==> src/rtl/rom_fetch_arbiter.sv <==
// ROM port arbiter: shares one read-only ROM port between instruction fetch
// (IF) and data-side constant loads (MEM). One access is outstanding at a time.
// The ROM latency is absorbed here, and each requester gets a stall signal.
module rom_fetch_arbiter #(
  parameter int unsigned ADDR_W        = 32,
  parameter int unsigned DATA_W        = 32,
  parameter int unsigned ROM_LATENCY   = 1,
  parameter int unsigned MEM_BURST_MAX = 4
) (
  input  logic              clk,
  input  logic              rst,
  input  logic              if_req,
  input  logic [ADDR_W-1:0] if_addr,
  input  logic              if_flush,
  output logic [DATA_W-1:0] if_rdata,
  output logic              if_rvalid,
  output logic              if_stall,
  input  logic              mem_req,
  input  logic [ADDR_W-1:0] mem_addr,
  output logic [DATA_W-1:0] mem_rdata,
  output logic              mem_rvalid,
  output logic              mem_stall,
  output logic              rom_en,
  output logic [ADDR_W-1:0] rom_addr,
  input  logic [DATA_W-1:0] rom_rdata
);

  localparam int unsigned CNT_W = $clog2(ROM_LATENCY + 1);
  localparam int unsigned STK_W = $clog2(MEM_BURST_MAX + 1);
  // The counter is cleared on the issue edge, so delivery falls on count L-1.
  // With ROM_LATENCY=1 this is the cycle right after the issue edge.
  localparam logic [CNT_W-1:0] CNT_LAST = CNT_W'(ROM_LATENCY - 1);
  localparam logic [STK_W-1:0] STK_MAX  = STK_W'(MEM_BURST_MAX);

  typedef enum logic {IDLE, BUSY} state_t;
  typedef enum logic {OWN_IF, OWN_MEM} owner_t;

  state_t           state;
  owner_t           owner;
  logic [CNT_W-1:0] cnt;
  logic [STK_W-1:0] streak;
  logic             dropped;

  logic deliver, grant_pt, if_elig, grant_if, grant_mem, grant;

  // Delivery detection and arbitration.
  // MEM wins by default. IF wins once MEM has had its burst allowance.
  always_comb begin
    deliver   = (state == BUSY) && (cnt == CNT_LAST);
    grant_pt  = (state == IDLE) || deliver;
    if_elig   = if_req && !if_flush;
    grant_if  = 1'b0;
    grant_mem = 1'b0;
    if (grant_pt) begin
      if (if_elig && (streak == STK_MAX)) grant_if  = 1'b1;
      else if (mem_req)                   grant_mem = 1'b1;
      else if (if_elig)                   grant_if  = 1'b1;
    end
    grant = grant_if || grant_mem;
  end

  // Response steering and stalls.
  // A flush in the delivery cycle also discards the IF data.
  // The stall outputs are forced low while reset is asserted.
  always_comb begin
    if_rvalid  = deliver && (owner == OWN_IF) && !dropped && !if_flush;
    mem_rvalid = deliver && (owner == OWN_MEM);
    if_rdata   = if_rvalid  ? rom_rdata : '0;
    mem_rdata  = mem_rvalid ? rom_rdata : '0;
    if_stall   = rst && if_req  && !if_rvalid;
    mem_stall  = rst && mem_req && !mem_rvalid;
  end

  // Access sequencing: issue the ROM request, count latency, track ownership
  // and flush-drop, and track the MEM streak used for IF fairness.
  always_ff @(posedge clk or negedge rst) begin
    if (!rst) begin
      state    <= IDLE;
      owner    <= OWN_IF;
      cnt      <= '0;
      streak   <= '0;
      dropped  <= 1'b0;
      rom_en   <= 1'b0;
      rom_addr <= '0;
    end else begin
      rom_en <= grant;
      if (grant) begin
        state    <= BUSY;
        cnt      <= '0;
        dropped  <= 1'b0;
        owner    <= grant_mem ? OWN_MEM : OWN_IF;
        rom_addr <= grant_mem ? mem_addr : if_addr;
      end else if (deliver) begin
        state   <= IDLE;
        dropped <= 1'b0;
      end else if (state == BUSY) begin
        cnt <= cnt + CNT_W'(1);
        if (if_flush && (owner == OWN_IF)) dropped <= 1'b1;
      end

      if (!if_req || grant_if)
        streak <= '0;
      else if (grant_mem && (streak != STK_MAX))
        streak <= streak + STK_W'(1);
    end
  end

endmodule

==> config.mk <==
export PLATFORM = sky130hd
export DESIGN_NAME = rom_fetch_arbiter
export DESIGN_NICKNAME = d
export VERILOG_FILES = /design/src/rtl/rom_fetch_arbiter.sv
export SDC_FILE = /design/constraint.sdc
export NUM_CORES = 1
export LEC_CHECK = 0
export ABC_AREA = 1
export BUFFER_PORTS_ARGS = -buffer_cell sky130_fd_sc_hd__clkbuf_2
export CORE_MARGIN = 3
export CORE_UTILIZATION = 39
export DETAILED_ROUTE_END_ITERATION = 8
export PLACE_DENSITY = 0.84
export SETUP_SLACK_MARGIN = 0.3
export SYNTH_ARGS = -nofsm -noshare
export SYNTH_HDL_FRONTEND = slang
export SYNTH_SLANG_ARGS = --single-unit
==> constraint.sdc <==
create_clock -name clk -period 1.8 [get_ports clk]
set_input_delay 0.45 -clock clk [delete_from_list [all_inputs] [get_ports clk]]
set_output_delay 0.45 -clock clk [all_outputs]
set_load 0.05 [all_outputs]
==> results of run 1 <==
repair_timing:
action                     4_1_cts
resized for setup              143
gates cloned                     6
buffers inserted                12
hold buffers                     0
pin swaps                        6
setup endpoints to repair      101
cell families after synthesis:
family	count (synthesis)	share of synthesized area, %
simple gates	224	43.0
buf+inv	67	12.5
flops	40	42.1
compound gates	4	1.42
fa+ha+maj	2	1.05
cells in the mapped netlist:
cell      number  area (um2)
a21oi_1        2        10.0
nand2_1       45         169
nand3_2        1        10.0
inv_2          1        3.75
nand2_4        3        33.8
buf_2         18        90.1
nor2_4         1        11.3
nand4_2        1        12.5
o21bai_1       1        7.51
o21ai_4        1        16.3
nor2_1        69         259
nor3b_1        1        7.51
inv_1         44         165
clkinv_2       1        5.00
buf_6          3        33.8
nand4_1        2        12.5
nand3_1      100         500
nor2_2         1        6.26
dfrtp_1       40        1000
ha_1           2        25.0
through the flow:
step	instance area, um2	setup slack, ns
3_5_place_dp	4160	-0.0693
4_1_cts	5150	-0.241
2_1_floorplan	2870	0.0551
3_3_place_gp	4160	-0.0257
==> metrics.txt, run 1 <==
cells after synthesis 337; Initial Util 41.7%; Placer Congestion 0.810; Post-Syn Area per Cell 7.06 um2; placed cells 604; syn nets between 400 and 500; IO Count about 200; outcome stopped before the end; cell chosen for the clock root clkbuf_8; GRT worst endpoint if_rdata[0]; Post-Syn Area around 2400 um2; Worst EP kind top-level output; Die Height 84.1 um; H-tree Lvls 2; die width 84.1 um; HPWL after DPL 6.92 mm; CTS buffer count 5; antenna violations before repair 0; Synth Register Bits 40; Clock Tree Buf Depth 2; largest net degree at the start of global routing 41; Rows 27; Syn. warnings 0; Port Buffer Count 201; Seq/Total Area, Yosys 42.1%; Log Error [ERROR DPL-0033] detailed placement checks failed during check placement.; clock sinks 40; Synth cell types 20; Halt Stage global routing
==> run 2, diff against run 1 <==
--- a/config.mk
+++ b/config.mk
@@ -8,10 +8,9 @@
 export ABC_AREA = 1
 export BUFFER_PORTS_ARGS = -buffer_cell sky130_fd_sc_hd__clkbuf_2
 export CORE_MARGIN = 3
-export CORE_UTILIZATION = 39
+export CORE_UTILIZATION = 35
 export DETAILED_ROUTE_END_ITERATION = 8
-export PLACE_DENSITY = 0.84
-export SETUP_SLACK_MARGIN = 0.3
+export PLACE_DENSITY_LB_ADDON = 0.15
 export SYNTH_ARGS = -nofsm -noshare
 export SYNTH_HDL_FRONTEND = slang
 export SYNTH_SLANG_ARGS = --single-unit
==> run 2 against run 1 <==
Net effect:
- the flow now finishes, with violations (setup timing)
- synthesized cell count unchanged
- area after synthesis unchanged
==> metrics.txt, run 2 <==
met3 usage 4.66%; most frequent cells in the layout clkbuf_2 (133), nand3_1 (100), nand2_1 (44); final hold slack between 0.1 and 0.15 ns; Synth Register Bits 40; Slew @ Worst Pin 0.805 ns; violated checks setup timing; GRT Util Overall 21.8%; Critical Path Start cnt$_DFFE_PN0P_; Clock Tree Buf Depth 2; fin. max-slew vios 0; first-pass GRT wire length 13.5 mm; # hold bufs at CTS 0; CTS buffer count 5; grt peak-use layer met2; Seq/Total Area, Yosys 42.1%; PwrDens between 700 and 800 nW/um2; Die Height 88.5 um; Rows 29; Hold Crit Class input port to asynchronous set/reset pin; worst skew pair latency 0.29 ns; post-route ant nets 0; DP Worst Slack 0.0398 ns; TritonCTS clock tree built; Placer Congestion roughly 0.78; CP Class flop to output port; async set-or-reset flop fraction in the synthesized netlist between 90% and 100%; synth top area cells dfrtp_1 (42%), nand3_1 (21%), nor2_1 (11%); Synth cell types 20; ANT cells 0; Setup WS post-layout -0.280 ns; area leader, netlist dfrtp_1; post-CTS setup buffer count 0; First-pass DRT Iterations 4; final hold viol count 0; Post-synth EDFFs 0; R2R setup slack 0.10 ns; post-synth top area share a little over two fifths; leading cell type in the layout, fill and taps excluded clkbuf_2; syn nets 440; RSZ-0062 raised after global routing yes; clock sinks 40; Post-Syn Area per Cell between 7 and 8 um2; Clock Pin Slew Worst Setup and Hold Paths ~0.080 ns; H-tree Lvls 2; normalized max-slew margin 46.4%; largest register by flop count rom_addr; area grow syn2layout 91.3%; die width 88.5 um; count leader, synth nand3_1; R2R Path Start cnt$_DFFE_PN0P_; Port Buffer Count about 200; Critical Path Fanout Max 28; clk_skew 0.00390 ns; Layout Nets 642; Core Util, Final a little over 70%; DR iter-0 viols ~140; Post-Syn Area 2380 um2; drt drc 0; GR Util met1 24.2%; # setup viols final 68; DRT Wirelength 10.6 mm; Tcrit/Tclk final 116%; min cycle time layout approximately 2.1 ns; cell chosen for the clock root clkbuf_8; core area 6460 um2; Syn. warnings 0; critical path required time 1.35 ns; Critical Path End Type output port; MaxCap Viol Count 0; antenna violations before repair 0; Initial Util 36.8%; HPWL after DPL approximately 6.3 mm; Max VDD drop 0.000479 V; outcome complete, but fails checks; IO Count slightly above 200; vias between 3000 and 4000; max reg flops 32; largest net degree at the start of global routing 35; Overflow after GRT 0; setup_tns -10.20 ns; Die ar. 7830 um2; vias in the first global route 2799; cells after synthesis 337; via-per-instance ratio between 5 and 6; Post-synth top cells nand3_1 (100), nor2_1 (69), nand2_1 (45), inv_1 (44), dfrtp_1 (40); share of layout cells above drive strength 1 53.0%; wire length per cell 17.1 um; Worst setup SP type flop; Pleak roughly 2.4 nW; Max Clk Rate 481 MHz; Synth Flop Type dfrtp_1; GR met2 Demand/Resource 41.1%; Regs by FF count rom_addr (32), streak (3); critical path arrival 1.63 ns
==> run 2: power breakdown <==
group          internal [mW]  switching [mW]
logic                  0.449           0.958
registers              0.984          0.0536
clock network          0.454           0.327
==> run 2: cell families after synthesis <==
logic type	Yosys count	share of synthesized area (%)
flip-flops	40	42.1
AND/OR/NAND/NOR	224	43.0
adder cells (fa/ha/maj)	2	1.05
buffers and inverters	67	12.5
AO/OA/AOI/OAI	4	1.42
==> run 2: layout make-up <==
cell class | count | area, um2
Fill cell | 478 | 1910
Timing Repair Buffer | 215 | 1860
Multi-Input combinational cell | 231 | 1300
Sequential cell | 40 | 1000
Inverter | 46 | 174
Tap cell | 77 | 96.3
Clock buffer | 6 | 82.6
Clock inverter | 2 | 38.8
==> run 2: timing repair <==
item                       CTS  global route
resized for setup          126            98
cloned                       0             3
pin swaps                    0             1
setup endpoints to repair   68            81
==> run 2: through the flow <==
stage / area, um2 / power, mW / cells
after floorplan: 2380 / 1.85 / 337
after global placement: 3630 / 2.23 / 606
after detailed placement: 3630 / 2.24 / 606
after CTS: 4280 / 3.14 / 614
after global routing: 4550 / 3.36 / 617
final: 4550 / 3.22 / 617
==> run 2: layer usage <==
layer | part of all wire [%] | vias up | wire, um
met5 | 0 | - | 0
met4 | 3.7 | 0 | 393
met3 | 9.0 | 31 | 954
met2 | 52 | 171 | 5500
met1 | 35 | 1450 | 3720
li1 | - | 1470 | -
==> run 2: worst paths after layout <==
| path | cells after the start | to |
|---|---|---|
| min | 2 | rom_addr[22]$_DFFE_PN0P_ |
| min reg2reg | 2 | rom_addr[25]$_DFFE_PN0P_ |
| max | 5 | mem_rdata[17] |
| max reg2reg | 5 | owner$_DFFE_PN0P_ |
| min in group clk | 3 | rom_addr[27]$_DFFE_PN0P_ |
| max in group asynchronous | 2 | rom_addr[28]$_DFFE_PN0P_ |
==> run 2: worst max-delay path: stages (launching register included) <==
cell,delay (ns)
dfrtp_1,0.42
nor2_4,0.17
nand2_2,0.11
buf_12,0.19
nor2_1,0.21
clkbuf_8,0.24
No activity file was read; power rests on OpenSTA's default activity.
